[config.mk]
export PLATFORM = sky130hd
export DESIGN_NAME = chacha_seq_ctrl
export DESIGN_NICKNAME = d
export VERILOG_FILES = /design/src/rtl/chacha_seq_ctrl.sv
export SDC_FILE = /design/constraint.sdc
export NUM_CORES = 1
export LEC_CHECK = 0
export CAP_MARGIN = 20
export CELL_PAD_IN_SITES_DETAIL_PLACEMENT = 0
export CELL_PAD_IN_SITES_GLOBAL_PLACEMENT = 2
export CORE_MARGIN = 1
export CORE_UTILIZATION = 25
export DETAILED_ROUTE_END_ITERATION = 7
export HOLD_SLACK_MARGIN = 0.12
export PLACE_DENSITY = 0.8
export SLEW_MARGIN = 20
export SYNTH_ARGS = -nofsm -noshare
export SYNTH_HDL_FRONTEND = slang
export SYNTH_SLANG_ARGS = --single-unit
[constraint.sdc]
create_clock -name clk -period 2.19 [get_ports clk]
set_input_delay 0.3285 -clock clk [delete_from_list [all_inputs] [get_ports clk]]
set_output_delay 0.3285 -clock clk [all_outputs]
set_load 0.01 [all_outputs]
[src/rtl/chacha_seq_ctrl.sv]
// ChaCha block sequencer: steps the datapath through load, ARX rounds and final add,
// runs the 64-byte readout handshake and owns the 32-bit block counter.
module chacha_seq_ctrl #(
    parameter int ROUNDS    = 20,
    parameter int STEPS     = 4,
    parameter bit AUTO_NEXT = 1'b1
) (
    input  logic        clk,
    input  logic        rst,
    input  logic        start,
    input  logic        hold,
    input  logic        cfg_wr,
    input  logic        ctr_wr,
    input  logic [31:0] ctr_in,
    input  logic        rd_blk,
    output logic        ld_init,
    output logic        rnd_en,
    output logic        diag,
    output logic [1:0]  step,
    output logic        add_init,
    output logic        blk_ready,
    output logic [5:0]  rd_addr,
    output logic        rd_en,
    output logic [31:0] blk_ctr,
    output logic        ctr_ovf,
    output logic        busy
);

    localparam int            RW        = $clog2(ROUNDS + 1);
    localparam logic [RW-1:0] LAST_RND  = RW'(ROUNDS - 1);
    localparam logic [1:0]    LAST_STEP = 2'(STEPS - 1);

    typedef enum logic [2:0] {
        S_IDLE, S_LOAD, S_ROUND, S_FINAL, S_READY, S_READ, S_NEXT
    } state_t;

    state_t        state_q, state_d;
    logic [RW-1:0] round_cnt_q, round_cnt_d;
    logic [1:0]    step_q, step_d;
    logic [5:0]    rd_addr_q, rd_addr_d;
    logic [31:0]   blk_ctr_q, blk_ctr_d;
    logic          ctr_ovf_q, ctr_ovf_d;
    logic          ld_init_q, ld_init_d;
    logic          rnd_en_q, rnd_en_d;
    logic          add_init_q, add_init_d;
    logic          blk_ready_q, blk_ready_d;
    logic          rd_en_q, rd_en_d;
    logic          busy_q, busy_d;

    logic computing, abort, freeze;

    always_comb begin
        computing   = state_q inside {S_LOAD, S_ROUND, S_FINAL};
        // A counter rewrite mid-block would leave the datapath with a stale counter.
        abort       = computing && (cfg_wr || (ctr_wr && (ctr_in != blk_ctr_q)));
        freeze      = computing && hold && !abort;

        state_d     = state_q;
        round_cnt_d = round_cnt_q;
        step_d      = step_q;
        blk_ctr_d   = blk_ctr_q;
        ctr_ovf_d   = ctr_ovf_q;

        if (state_q == S_NEXT) begin
            blk_ctr_d = blk_ctr_q + 32'd1;
            if (blk_ctr_q == 32'hFFFF_FFFF) begin
                ctr_ovf_d = 1'b1;
            end
        end
        if (ctr_wr) begin
            blk_ctr_d = ctr_in;
            ctr_ovf_d = 1'b0;
        end

        if (!freeze) begin
            unique case (state_q)
                S_IDLE:  if (start && !cfg_wr) state_d = S_LOAD;
                S_LOAD:  state_d = abort ? S_IDLE : S_ROUND;
                S_ROUND: begin
                    if (abort) begin
                        state_d = S_IDLE;
                    end else if (step_q == LAST_STEP) begin
                        step_d = 2'd0;
                        if (round_cnt_q == LAST_RND) begin
                            state_d = S_FINAL;
                        end else begin
                            round_cnt_d = round_cnt_q + RW'(1);
                        end
                    end else begin
                        step_d = step_q + 2'd1;
                    end
                end
                S_FINAL: state_d = abort ? S_IDLE : S_READY;
                S_READY: begin
                    if (cfg_wr)      state_d = S_IDLE;
                    else if (rd_blk) state_d = S_READ;
                end
                S_READ: begin
                    if (cfg_wr)                  state_d = S_IDLE;
                    else if (rd_addr_q == 6'd63) state_d = S_NEXT;
                end
                S_NEXT:  state_d = (AUTO_NEXT && !ctr_ovf_d && !cfg_wr) ? S_LOAD : S_IDLE;
                default: state_d = S_IDLE;
            endcase
        end

        // Round position only has meaning inside ROUND; every entry starts from zero.
        if (state_d != S_ROUND) begin
            round_cnt_d = '0;
            step_d      = 2'd0;
        end

        rd_addr_d   = (state_q == S_READ && state_d == S_READ) ? rd_addr_q + 6'd1 : 6'd0;

        ld_init_d   = (state_d == S_LOAD)  && !freeze;
        rnd_en_d    = (state_d == S_ROUND) && !freeze;
        add_init_d  = (state_d == S_FINAL) && !freeze;
        blk_ready_d = (state_d == S_READY);
        rd_en_d     = (state_d == S_READ);
        busy_d      = !(state_d inside {S_IDLE, S_READY});
    end

    always_ff @(posedge clk) begin
        if (rst) begin
            state_q     <= S_IDLE;
            round_cnt_q <= '0;
            step_q      <= 2'd0;
            rd_addr_q   <= 6'd0;
            blk_ctr_q   <= 32'd0;
            ctr_ovf_q   <= 1'b0;
            ld_init_q   <= 1'b0;
            rnd_en_q    <= 1'b0;
            add_init_q  <= 1'b0;
            blk_ready_q <= 1'b0;
            rd_en_q     <= 1'b0;
            busy_q      <= 1'b0;
        end else begin
            state_q     <= state_d;
            round_cnt_q <= round_cnt_d;
            step_q      <= step_d;
            rd_addr_q   <= rd_addr_d;
            blk_ctr_q   <= blk_ctr_d;
            ctr_ovf_q   <= ctr_ovf_d;
            ld_init_q   <= ld_init_d;
            rnd_en_q    <= rnd_en_d;
            add_init_q  <= add_init_d;
            blk_ready_q <= blk_ready_d;
            rd_en_q     <= rd_en_d;
            busy_q      <= busy_d;
        end
    end

    assign ld_init   = ld_init_q;
    assign rnd_en    = rnd_en_q;
    assign diag      = round_cnt_q[0];
    assign step      = step_q;
    assign add_init  = add_init_q;
    assign blk_ready = blk_ready_q;
    assign rd_addr   = rd_addr_q;
    assign rd_en     = rd_en_q;
    assign blk_ctr   = blk_ctr_q;
    assign ctr_ovf   = ctr_ovf_q;
    assign busy      = busy_q;

endmodule

==> impl_metrics.json <==
{
  "drc": 0,
  "cap_violations": 0,
  "die_x_um": 115,
  "placed_cell_area_um2": 4730,
  "fin_crit_sh": 1.06,
  "cts_sinks": 55,
  "dp_hpwl_um": 7920,
  "netlist-cell-type-count": 47,
  "crit_chain": "clkdlybuf4s50_1 > xor2_2 > nor4_1 > nand2_1 > nor3_2 > buf_4 > a31oi_2 > a221o_2 > nor3b_4",
  "power.total_mw": 2.45,
  "num_antenna_cells": 0,
  "netlist_area_um2": 3160,
  "place_congestion": 0.881,
  "tns_ps": -807,
  "ys_seq_elements": 55,
  "p_leak_nw": 2.14,
  "cts.path.max_buffers": 2,
  "cp.required_ps": 2370,
  "ys_seq_area_frac": 0.348,
  "end_kind": "flop",
  "drive_gt1_frac": 0.297,
  "dieArea_um2": 13100,
  "irDropWorstVdd_v": 0.000347,
  "drt_iter0_drc": 135,
  "routed_wl_um": 10800,
  "fillers": 1195,
  "ys_warn_count": 0,
  "first_global_vias": 3472,
  "synthCells": 376,
  "hold_class": "input pin to flop",
  "cp_max_fo": 7,
  "syn_nets": 419,
  "hold_buffers": 0,
  "num_rows": 40,
  "worstPathArrival_ps": 2500,
  "boundaryPins": 87,
  "min_period_ps": 2320,
  "overflow": 0,
  "io_buffers": 86,
  "cp-start-kind": "input pin",
  "cp_slowest_cell": "a221o_2",
  "rsz0062_at_grt": "yes",
  "cts-htree-levels": 2,
  "dieHeight_um": 115,
  "power_density_nw_per_um2": 467,
  "antenna_found_initial": 1,
  "clk_latency_ps": 300,
  "synthFlopType": "dfxtp_1",
  "grt_max_degree": 33,
  "violations": "setup timing",
  "vias": 3346,
  "wl_per_cell_um": 15.4,
  "cts.clk_slew.worst_paths_ps": 70,
  "setup_slack_ps": -128,
  "grt_pass1_wl_um": 17300,
  "critPathTopFamily": "simple AND/OR/NAND/NOR gates",
  "worstMarginPinSlew_ps": 516,
  "firstDrtPassIters": 4,
  "synth_area_leaders": "dfxtp_1 (35%), xor2_1 (13%), nor2_1 (6.5%)",
  "synth-edff-count": 0,
  "clock_skew_ps": 8.07,
  "yosysTopAreaCell": "dfxtp_1",
  "synthArstFlopShare": 0,
  "crit_type": "input pin to flop",
  "path_buf_inv": 2,
  "max_stage_delay_ps": 510,
  "slew_headroom": 0.655,
  "antenna_left": 0,
  "area_delta_synth_final_pct": 66.0,
  "fin_area_um2": 5250,
  "fmax_mhz": 431,
  "drt-vias-per-instance": 4.74,
  "grtUsageTotal": 0.169,
  "syn-mean-instance-area_um2": 8.42,
  "drv_slew": 0,
  "clockRootBuffer": "clkbuf_16",
  "initial_core_util": 0.260,
  "cts_buffers": 5,
  "finalNetCount": 580,
  "synth_top_area_share": 0.348,
  "setup_viol": 12,
  "status": "finished, violations left",
  "hold_viol": 0,
  "coreArea_um2": 12200,
  "cts_tree": "done"
}
-- state kept, by name (all words and copies together) (netlist names) --
register and flops:
rd_addr 6, blk_ctr 32, add_init 1, busy 1, rd_en 1, step 2, blk_ready 1, ctr_ovf 1
rnd_en 1, ld_init 1, round_cnt_q 5, state_q 3
-- path summary, 6_finish.rpt --
check             slack (ps)  cells after the start           to        from
hold / removal           350                      3  blk_ctr[26]  ctr_in[26]
setup / recovery        -130                      9      ld_init  ctr_in[23]
hold reg to reg          530                      2   rd_addr[0]  rd_addr[0]
setup reg to reg         -90                      8      ld_init  blk_ctr[6]
-- cells in the mapped netlist, types with 3 or more instances --
cell type,number
xnor2_1,21
o21ai_0,5
nor3_1,19
a211oi_1,10
xor2_1,48
nand2_1,27
a21oi_1,18
inv_1,7
and3_1,6
or3_1,3
ha_1,4
mux2i_1,10
and4_1,3
dfxtp_1,55
nor4_1,11
nor2_1,55
nand3_1,15
nor4bb_1,3
nand4_1,9
nor2b_1,3
clkbuf_1,12
-- cell type report --
| class | count | area, µm² | share of cell area |
|---|---|---|---|
| tap | 168 | 210 | 0.0400 |
| inverter | 7 | 26.3 | 0.00500 |
| sequential | 55 | 1120 | 0.213 |
| clock buffer | 8 | 156 | 0.0298 |
| multi-input combinational | 301 | 2270 | 0.432 |
| timing repair buffer | 167 | 1470 | 0.279 |
-- cells in the final DEF, fill, tap and decap left out, types with 8 or more instances in the layout --
master / n
nor2_1: 53
dlygate4sd2_1: 25
a211oi_1: 8
nand2_1: 26
nor3_2: 13
clkdlybuf4s50_1: 58
mux2i_1: 10
xnor2_1: 19
dfxtp_2: 16
dfxtp_1: 39
xor2_1: 41
a21oi_1: 18
buf_4: 75
nand4_1: 9
nand3_1: 14
-- power breakdown --
group / internal (mW) / total, mW / leakage [nW] / switching (mW)
combinational: 0.271 / 0.523 / 1.60 / 0.251
clock: 0.488 / 0.857 / 0.0772 / 0.369
sequential: 1.04 / 1.07 / 0.456 / 0.0306
total: 1.80 / 2.45 / 2.14 / 0.651
-- worst min-delay path: cells and delay by family --
family | cells | cell delay (ps)
buffers and inverters | 1 | 130
muxes | 1 | 80
and+or+nand+nor | 1 | 70
-- cell families after synthesis --
group | after synthesis | synth area share
buffers and inverters | 22 | 0.0289
and+or+nand+nor | 172 | 0.291
AOI/OAI and AO/OA | 44 | 0.0933
xor gates and xnor gates | 69 | 0.191
muxes | 10 | 0.0316
DFF | 55 | 0.348
adders and majority gates | 4 | 0.0158
-- metal layers --
metal	track usage	routed length, µm	up-vias
met5	0	13	-
met4	0.0476	95	2
met3	0.0381	613	9
met2	0.298	5450	78
met1	0.206	4670	1613
li1	-	-	1644
-- through the flow --
step	hold WS, ps	instances	setup WS (ps)	utilization
6_report	349	706	-128	0.432
5_1_grt	395	706	-212	0.432
4_1_cts	436	699	-116	0.410
3_5_place_dp	508	687	-696	0.389
3_3_place_gp	496	687	-753	0.389
2_1_floorplan	466	376	2.66	-
-- timing repair --
item / CTS / global route
pin swaps: 20 / 23
resized for setup: 49 / 47
setup endpoints to repair: 23 / 29
setup buffers: 2 / 7
gates cloned: 2 / 0
(Power assumes the default switching activity.)
